$ cat src/rtl/bb_pfd.sv
// Bang-bang phase/frequency detector: pairs ref/fb rising edges, reports
// which edge came first and by how many clk cycles, and tracks lock.
module bb_pfd #(
    parameter int unsigned WIN_W    = 6,
    parameter int unsigned TIMEOUT  = 40,
    parameter int unsigned LOCK_TH  = 2,
    parameter int unsigned LOCK_CNT = 16
) (
    input  logic             clk,
    input  logic             reset,
    input  logic             ref_in,
    input  logic             fb_in,
    output logic             early,
    output logic             early_vld,
    output logic [WIN_W-1:0] lead_cnt,
    output logic             locked,
    output logic             timeout_err
);

    localparam int unsigned LCW = 5;
    localparam logic [WIN_W-1:0] TIMEOUT_V  = WIN_W'(TIMEOUT);
    localparam logic [WIN_W-1:0] LOCK_TH_V  = WIN_W'(LOCK_TH);
    localparam logic [WIN_W-1:0] CNT_ONE    = WIN_W'(1);
    localparam logic [LCW-1:0]   LOCK_CNT_V = LCW'(LOCK_CNT);

    typedef enum logic [1:0] {
        IDLE,
        WAIT_FB,
        WAIT_REF
    } state_e;

    state_e           state_q, state_d;
    logic [WIN_W-1:0] cnt_q, cnt_d;
    logic             ref_q, fb_q;
    logic             early_q, early_d;
    logic             vld_q, vld_d;
    logic [WIN_W-1:0] lead_q, lead_d;
    logic             locked_q, locked_d;
    logic             terr_q, terr_d;
    logic [LCW-1:0]   lock_cnt_q, lock_cnt_d;

    logic             ref_edge, fb_edge;
    logic             dec, dec_early;
    logic [WIN_W-1:0] dec_lead;

    assign ref_edge = ref_in & ~ref_q;
    assign fb_edge  = fb_in & ~fb_q;

    // State, measurement and output registers; edge history resets high
    // so a level already high at reset release is not taken as an edge.
    always_ff @(posedge clk or negedge reset) begin
        if (!reset) begin
            state_q    <= IDLE;
            cnt_q      <= '0;
            ref_q      <= 1'b1;
            fb_q       <= 1'b1;
            early_q    <= 1'b0;
            vld_q      <= 1'b0;
            lead_q     <= '0;
            locked_q   <= 1'b0;
            terr_q     <= 1'b0;
            lock_cnt_q <= '0;
        end else begin
            state_q    <= state_d;
            cnt_q      <= cnt_d;
            ref_q      <= ref_in;
            fb_q       <= fb_in;
            early_q    <= early_d;
            vld_q      <= vld_d;
            lead_q     <= lead_d;
            locked_q   <= locked_d;
            terr_q     <= terr_d;
            lock_cnt_q <= lock_cnt_d;
        end
    end

    // Edge pairing, decision generation and lock tracking.
    always_comb begin
        state_d    = state_q;
        cnt_d      = cnt_q;
        early_d    = early_q;
        vld_d      = 1'b0;
        lead_d     = lead_q;
        terr_d     = 1'b0;
        lock_cnt_d = lock_cnt_q;
        dec        = 1'b0;
        dec_early  = 1'b0;
        dec_lead   = '0;

        case (state_q)
            IDLE: begin
                if (ref_edge && fb_edge) begin
                    // Tie: alternate the decision so the loop dithers around zero.
                    dec       = 1'b1;
                    dec_early = ~early_q;
                end else if (ref_edge) begin
                    state_d = WAIT_FB;
                    cnt_d   = CNT_ONE;
                end else if (fb_edge) begin
                    state_d = WAIT_REF;
                    cnt_d   = CNT_ONE;
                end
            end
            WAIT_FB: begin
                if (fb_edge || ref_edge) begin
                    // fb closes the pair; a second ref edge is a cycle slip.
                    dec       = 1'b1;
                    dec_early = 1'b1;
                    dec_lead  = cnt_q;
                    if (ref_edge) begin
                        cnt_d = CNT_ONE;
                    end else begin
                        state_d = IDLE;
                        cnt_d   = '0;
                    end
                end else if (cnt_q == TIMEOUT_V) begin
                    terr_d  = 1'b1;
                    state_d = IDLE;
                    cnt_d   = '0;
                end else begin
                    cnt_d = cnt_q + CNT_ONE;
                end
            end
            WAIT_REF: begin
                if (ref_edge || fb_edge) begin
                    dec       = 1'b1;
                    dec_early = 1'b0;
                    dec_lead  = cnt_q;
                    if (fb_edge) begin
                        cnt_d = CNT_ONE;
                    end else begin
                        state_d = IDLE;
                        cnt_d   = '0;
                    end
                end else if (cnt_q == TIMEOUT_V) begin
                    terr_d  = 1'b1;
                    state_d = IDLE;
                    cnt_d   = '0;
                end else begin
                    cnt_d = cnt_q + CNT_ONE;
                end
            end
            default: begin
                state_d = IDLE;
                cnt_d   = '0;
            end
        endcase

        if (dec) begin
            vld_d   = 1'b1;
            early_d = dec_early;
            lead_d  = dec_lead;
            if (dec_lead <= LOCK_TH_V) begin
                lock_cnt_d = (lock_cnt_q == LOCK_CNT_V) ? lock_cnt_q : lock_cnt_q + LCW'(1);
            end else begin
                lock_cnt_d = '0;
            end
        end
        if (terr_d) begin
            lock_cnt_d = '0;
        end
        locked_d = (lock_cnt_d == LOCK_CNT_V);
    end

    assign early       = early_q;
    assign early_vld   = vld_q;
    assign lead_cnt    = lead_q;
    assign locked      = locked_q;
    assign timeout_err = terr_q;

endmodule

$ cat config.mk
export PLATFORM = sky130hd
export DESIGN_NAME = bb_pfd
export DESIGN_NICKNAME = d
export VERILOG_FILES = /design/src/rtl/bb_pfd.sv
export SDC_FILE = /design/constraint.sdc
export NUM_CORES = 1
export LEC_CHECK = 0
export BUFFER_PORTS_ARGS = -buffer_cell sky130_fd_sc_hd__buf_2
export CAP_MARGIN = 0
export CELL_PAD_IN_SITES_DETAIL_PLACEMENT = 1
export CELL_PAD_IN_SITES_GLOBAL_PLACEMENT = 1
export CORE_MARGIN = 2
export CORE_UTILIZATION = 45
export CTS_CLUSTER_SIZE = 10
export DETAILED_ROUTE_END_ITERATION = 7
export HOLD_SLACK_MARGIN = 0.06
export PLACE_DENSITY = 0.83
export SETUP_SLACK_MARGIN = 0.3
export SYNTH_ARGS = -nofsm -noshare
export SYNTH_HDL_FRONTEND = slang
export SYNTH_SLANG_ARGS = --single-unit
$ cat constraint.sdc
create_clock -name clk -period 2.34 [get_ports clk]
set_input_delay 0.234 -clock clk [delete_from_list [all_inputs] [get_ports clk]]
set_output_delay 0.234 -clock clk [all_outputs]
set_load 0.01 [all_outputs]
Word level (Yosys, flattened, before mapping)
Cells that the tools add are included.

Multiplexer cells: 33. Reductions and logical operators: 6. Bitwise gates (word level): 5. Add/subtract/negate cells: 2. Equal/unequal tests: 9. Magnitude comparators: 1.

Operators with widths (count): $mux 6 (8); $mux 5 (4); $pmux 6 s3 (1); $mux 2 (8); $eq 5x5->1 const B (2); $mux 1 (9); $ne 3x3->1 const B (3); $add 6x1->6 const B (1); $eq 6x6->1 const B (1); $le 6x2->1 const B (1); $pmux 2 s3 (1); $add 5x1->5 const B (1); $pmux 1 s2 (2); $reduce_and 4->1 (1); $not 1->1 (3); $and 1x1->1 (2); $eq 2x1->1 const B (1); $eq 2x2->1 const B (1); $logic_not 2->1 (1); $ne 2x2->1 const B (1); $reduce_and 2->1 (1); $reduce_or 2->1 (1); $logic_and 1x1->1 (1); $logic_or 1x1->1 (1).

Register bits: 25. Word-level logic and storage cells: 66. Input bits: 4.

Logic depth before layout (Yosys ltp)
Depth after elaboration: 10. Depth in mapped cells: 10.

Least setup slack after synthesis
OpenSTA, ideal clock, no wires.

Path kind: flip-flop to flip-flop. Start: reg state_q[0]. End: reg locked_q (netlist: locked). Period minus slack after synthesis: 1.910 ns. Setup time: 0.136 ns. Cell stages (with the launch flop): 9. Setup slack: 0.430 ns. Path buffers: 0. Data arrival time: 1.773 ns. Cell sequence: dfrtp_1 -> inv_1 -> ha_1 -> nand2b_1 -> a21oi_2 -> nor2_1 -> or3_1 -> a21oi_2 -> nor4b_2.

Longest elaborated chain between the ends: 8.

Ends and longest elaborated chain: start: declaration (RTL line 32) `state_e state_q, state_d;`; start signal: assignment (RTL line 64) `state_q <= state_d;`; $eq 2x2->1 / $eq 2x1->1 (equally long branches) (RTL line 90) `case (state_q)`; $reduce_or 2->1 (no line); $mux 6; $le 6x2->1 (RTL line 153) `if (dec_lead <= LOCK_TH_V) begin`; $mux 5 (RTL line 153); $mux 5 (RTL line 149) `if (dec) begin`; $mux 5 (*) (RTL line 159) `if (terr_d) begin`; net lock_cnt_d[0] (RTL line 40) `logic [LCW-1:0] lock_cnt_q, lock_cnt_d;`; $eq 5x5->1 (*) (RTL line 162) `locked_d = (lock_cnt_d == LOCK_CNT_V);`; net locked_d (RTL line 38) `logic locked_q, locked_d;`; end signal: assignment (RTL line 71) `locked_q <= locked_d;`; end: declaration (RTL line 38).

Mark *: on every way through the listed nets, which the timed path passes. The rest lies on a longest branch. A chain may end at the register's enable or synchronous reset.

Final worst setup path
Same ends and word-level chain as after synthesis.

==> summary.md <==
| Metric | Value |
|---|---|
| Status | `finished, final reports clean` |
| Synth warn | `0` |
| Nets | `165` |
| Worst reg2reg path depth | `7` |
| Critical R2R Capture | `locked` |
| Setup violators final | `0` |
| Initial Util | `0.470` |
| Critical Path Fanout Max | `6` |
| Complex-gate fraction of the synthesized area | `0.162` |
| Post-Synth Simple-Gate Area | `0.185` |
| Port bufs | `13` |
| Skew final | `0.00521 ns` |
| Post-DP Area | `0.00142 sq mm` |
| Gp weighted congestion | `0.862` |
| Vias in the first global route | `1092` |
| #FFs+latches synth | `25` |
| CTS root buffer | `clkbuf_4` |
| # rows | `19` |
| Synth Area in XOR/XNOR | `0.0405` |
| Largest family of logic cells by synthesized area | `simple AND/OR/NAND/NOR gates` |
| Critical path class | `reg -> reg` |
| Setup TNS | `0 ns` |
| Sequential cell area | `628 sq um` |
| Final Max Tran Viols | `0` |
| Vias per cell | `5.67` |
| N_diodes | `0` |
| Post-synthesis mux area share | `0.0232` |
| GRT Residual Overflow | `0` |
| GRT Util Overall | `0.202` |
| Clock slew seen by the registers of the worst setup and hold paths | `0.15 ns` |
| Static Leak | `0.762 nW` |
| Synth top area share | `0.444` |
| CTS tree | `done` |
| Crit path launch type | `flip-flop` |
| Share of flip-flops with an asynchronous set or reset | `1.00` |
| Min-delay src | `ref_in` |
| WHS Path Cells | `4` |
| Iteration-0 DRC Markers | `31` |
| Max Cap Viol | `0` |
| Via count | `1037` |
| Top_reg_cell synth | `dfrtp_1` |
| Initial antenna violation count | `0` |
| DRC errors left | `0` |
| Die area | `0.00333 sq mm` |
| FF-to-FF Start | `state_q[0]` |
| CP arrival | `2.19 ns` |
| Maximum vdd drop | `0.707 mV` |
| Non-Filler Instances | `183` |
| Hpwl dp | `2.24 mm` |
| WHS Endpoint | `state_q[1]` |
| Worst min path class | `in -> reg` |
| PwrDens | `1090 mW/mm^2` |
| Worst path required time | `2.54 ns` |
| Core Area | `0.00276 sq mm` |
| Multi-input logic area | `687 sq um` |
| TritonCTS buffer count | `3` |
| Worst slew margin | `0.620` |
| Routed Wire Length | `3.22 mm` |
| Mean post-synth cell area | `10.5 sq um` |
| Sequential-to-total area share from yosys stat | `0.485` |
| Synth cell types | `33` |
| Tmin final | `1.98 ns` |
| H-tree levels | `1` |
| Top cells by area, synth | `dfrtp_1 44%, ha_1 7.7%, a22o_1 4.7%, nor2_1 4.3%, dfstp_2 4.1%` |
| Largest net degree at the start of global routing | `26` |
| Die Span Y | `57.7 um` |
| Post-synth EDFFs | `0` |
| Post-route antenna net violation count | `0` |
| Latest clock arrival within the worst-skew pair | `0.32 ns` |
| Clk buf depth | `2` |
| Chip width | `57.7 um` |
| Pre-antenna DRT Iters | `4` |
| Syn_nets | `135` |
| Avg WL per Cell | `17.6 um` |
| I/O pin count | `14` |
| Final Hold Vio Count | `0` |
| Dpl cells | `169` |
| Worst setup EP type | `flip-flop` |
| CTS sink count | `25` |
| Crit share post-route | `0.848` |
| Fill cells | `315` |
| Unrepaired setup endpoints after global routing | `true` |
| Synth area leader | `dfrtp_1` |
| Achievable Freq | `504 MHz` |
| Area grow syn2layout | `22.2%` |
| Mapped Area | `0.00130 sq mm` |
| Fin area | `0.00158 sq mm` |
| Worst-Margin Slew | `0.570 ns` |
| Post-synthesis cell count | `123` |
| First-pass GRT wire length | `5.15 mm` |
| Share of cells above drive strength 1 | `0.303` |
| Post-Synth Adder-Cell Area | `0.0772` |
| Reg2reg setup slack | `0.36 ns` |
| Hold Slack | `0.401 ns` |
-- routing by layer --
layer,part of all wire,GRT usage,up-vias
met1,0.44,0.254,537
li1,-,-,488
met5,0,0,-
met4,0.0059,0.0631,0
met3,0.017,0.0268,2
met2,0.53,0.359,10
-- cells in the final DEF (no fill, tap or decap), drive strengths merged, types with 4 or more instances in the layout --
cell type	n
a22o	7
nand2	9
inv	8
nor2	17
buf	23
o21ai	8
dfrtp	23
xor2	6
ha	8
a21oi	5
nor3	4
-- report_power, final --
| part | internal, mW | total (mW) | switching, mW |
|---|---|---|---|
| clock | 0.0652 | 0.200 | 0.135 |
| combinational | 0.375 | 0.847 | 0.472 |
| sequential | 0.550 | 0.675 | 0.126 |
-- cell usage after synthesis, types with 2 or more instances --
master	number
and3_1	2
mux2i_1	3
nor2b_1	2
o21ai_0	4
dfstp_2	2
nand2_1	9
ha_1	8
o31ai_1	2
dfrtp_1	23
nor2_1	15
o21ai_1	3
nor2_4	2
xor2_1	6
nor3_1	4
a21oi_2	3
inv_1	7
a21oi_1	2
nand4_1	3
nand2b_1	3
a22o_1	7
-- per-stage QoR --
stage	total power [mW]	utilization	setup WS [ns]
4_1_cts	1.63	0.549	0.316
3_3_place_gp	1.32	0.514	0.308
3_5_place_dp	1.38	0.514	0.154
6_report	1.72	0.574	0.356
2_1_floorplan	1.14	-	0.430
5_1_grt	1.87	0.574	0.275
-- worst max path at each step --
| stage | from | to | slack [ns] | cells past startpoint |
|---|---|---|---|---|
| floorplan | state_q[0] | locked | 0.43 | 8 |
| finish | state_q[0] | locked | 0.36 | 7 |
| global route | state_q[0] | locked | 0.27 | 7 |
| CTS | fb_in | state_q[1] | 0.32 | 8 |
| detailed placement | state_q[1] | locked | 0.15 | 9 |
| global placement | state_q[0] | locked | 0.31 | 9 |
-- worst max-delay path, stage by stage (launching register included) --
cell and delay [ns]:
dfrtp_1 0.44, ha_1 0.29, nand2b_1 0.22, a21oi_4 0.22, nor2_4 0.07, or3_1 0.37
a21oi_2 0.18, nor4b_2 0.07
-- cell type report --
type,instances,area share
Timing Repair Buffer,26,0.107
Clock buffer,3,0.0142
Inverter,8,0.0190
Multi-Input combinational cell,89,0.434
Clock inverter,1,0.00474
Sequential cell,25,0.397
Tap cell,31,0.0245
-- kinds of logic after synthesis --
group / after synthesis
flops: 25
xor+xnor: 6
fa+ha+maj: 8
mux: 3
buf+inv: 9
compound gates: 27
simple gates: 45
-- repair_timing --
| action | 4_1_cts | 5_1_grt |
|---|---|---|
| hold buffers | 3 | 0 |
| setup endpoints to repair | 2 | 4 |
| gates resized for setup | 6 | 5 |
| buffers inserted | 2 | 5 |
| hold endpoints to repair | 25 | 0 |
| pin swaps | 3 | 4 |
-- flip-flops by register name (all words and copies together), names as in the netlist --
register	count
early_vld	1
locked	1
state_q	2
early	1
ref_q	1
timeout_err	1
lock_cnt_q	5
lead_cnt	6
fb_q	1
cnt_q	6
Power figures use the tool's default switching activity.
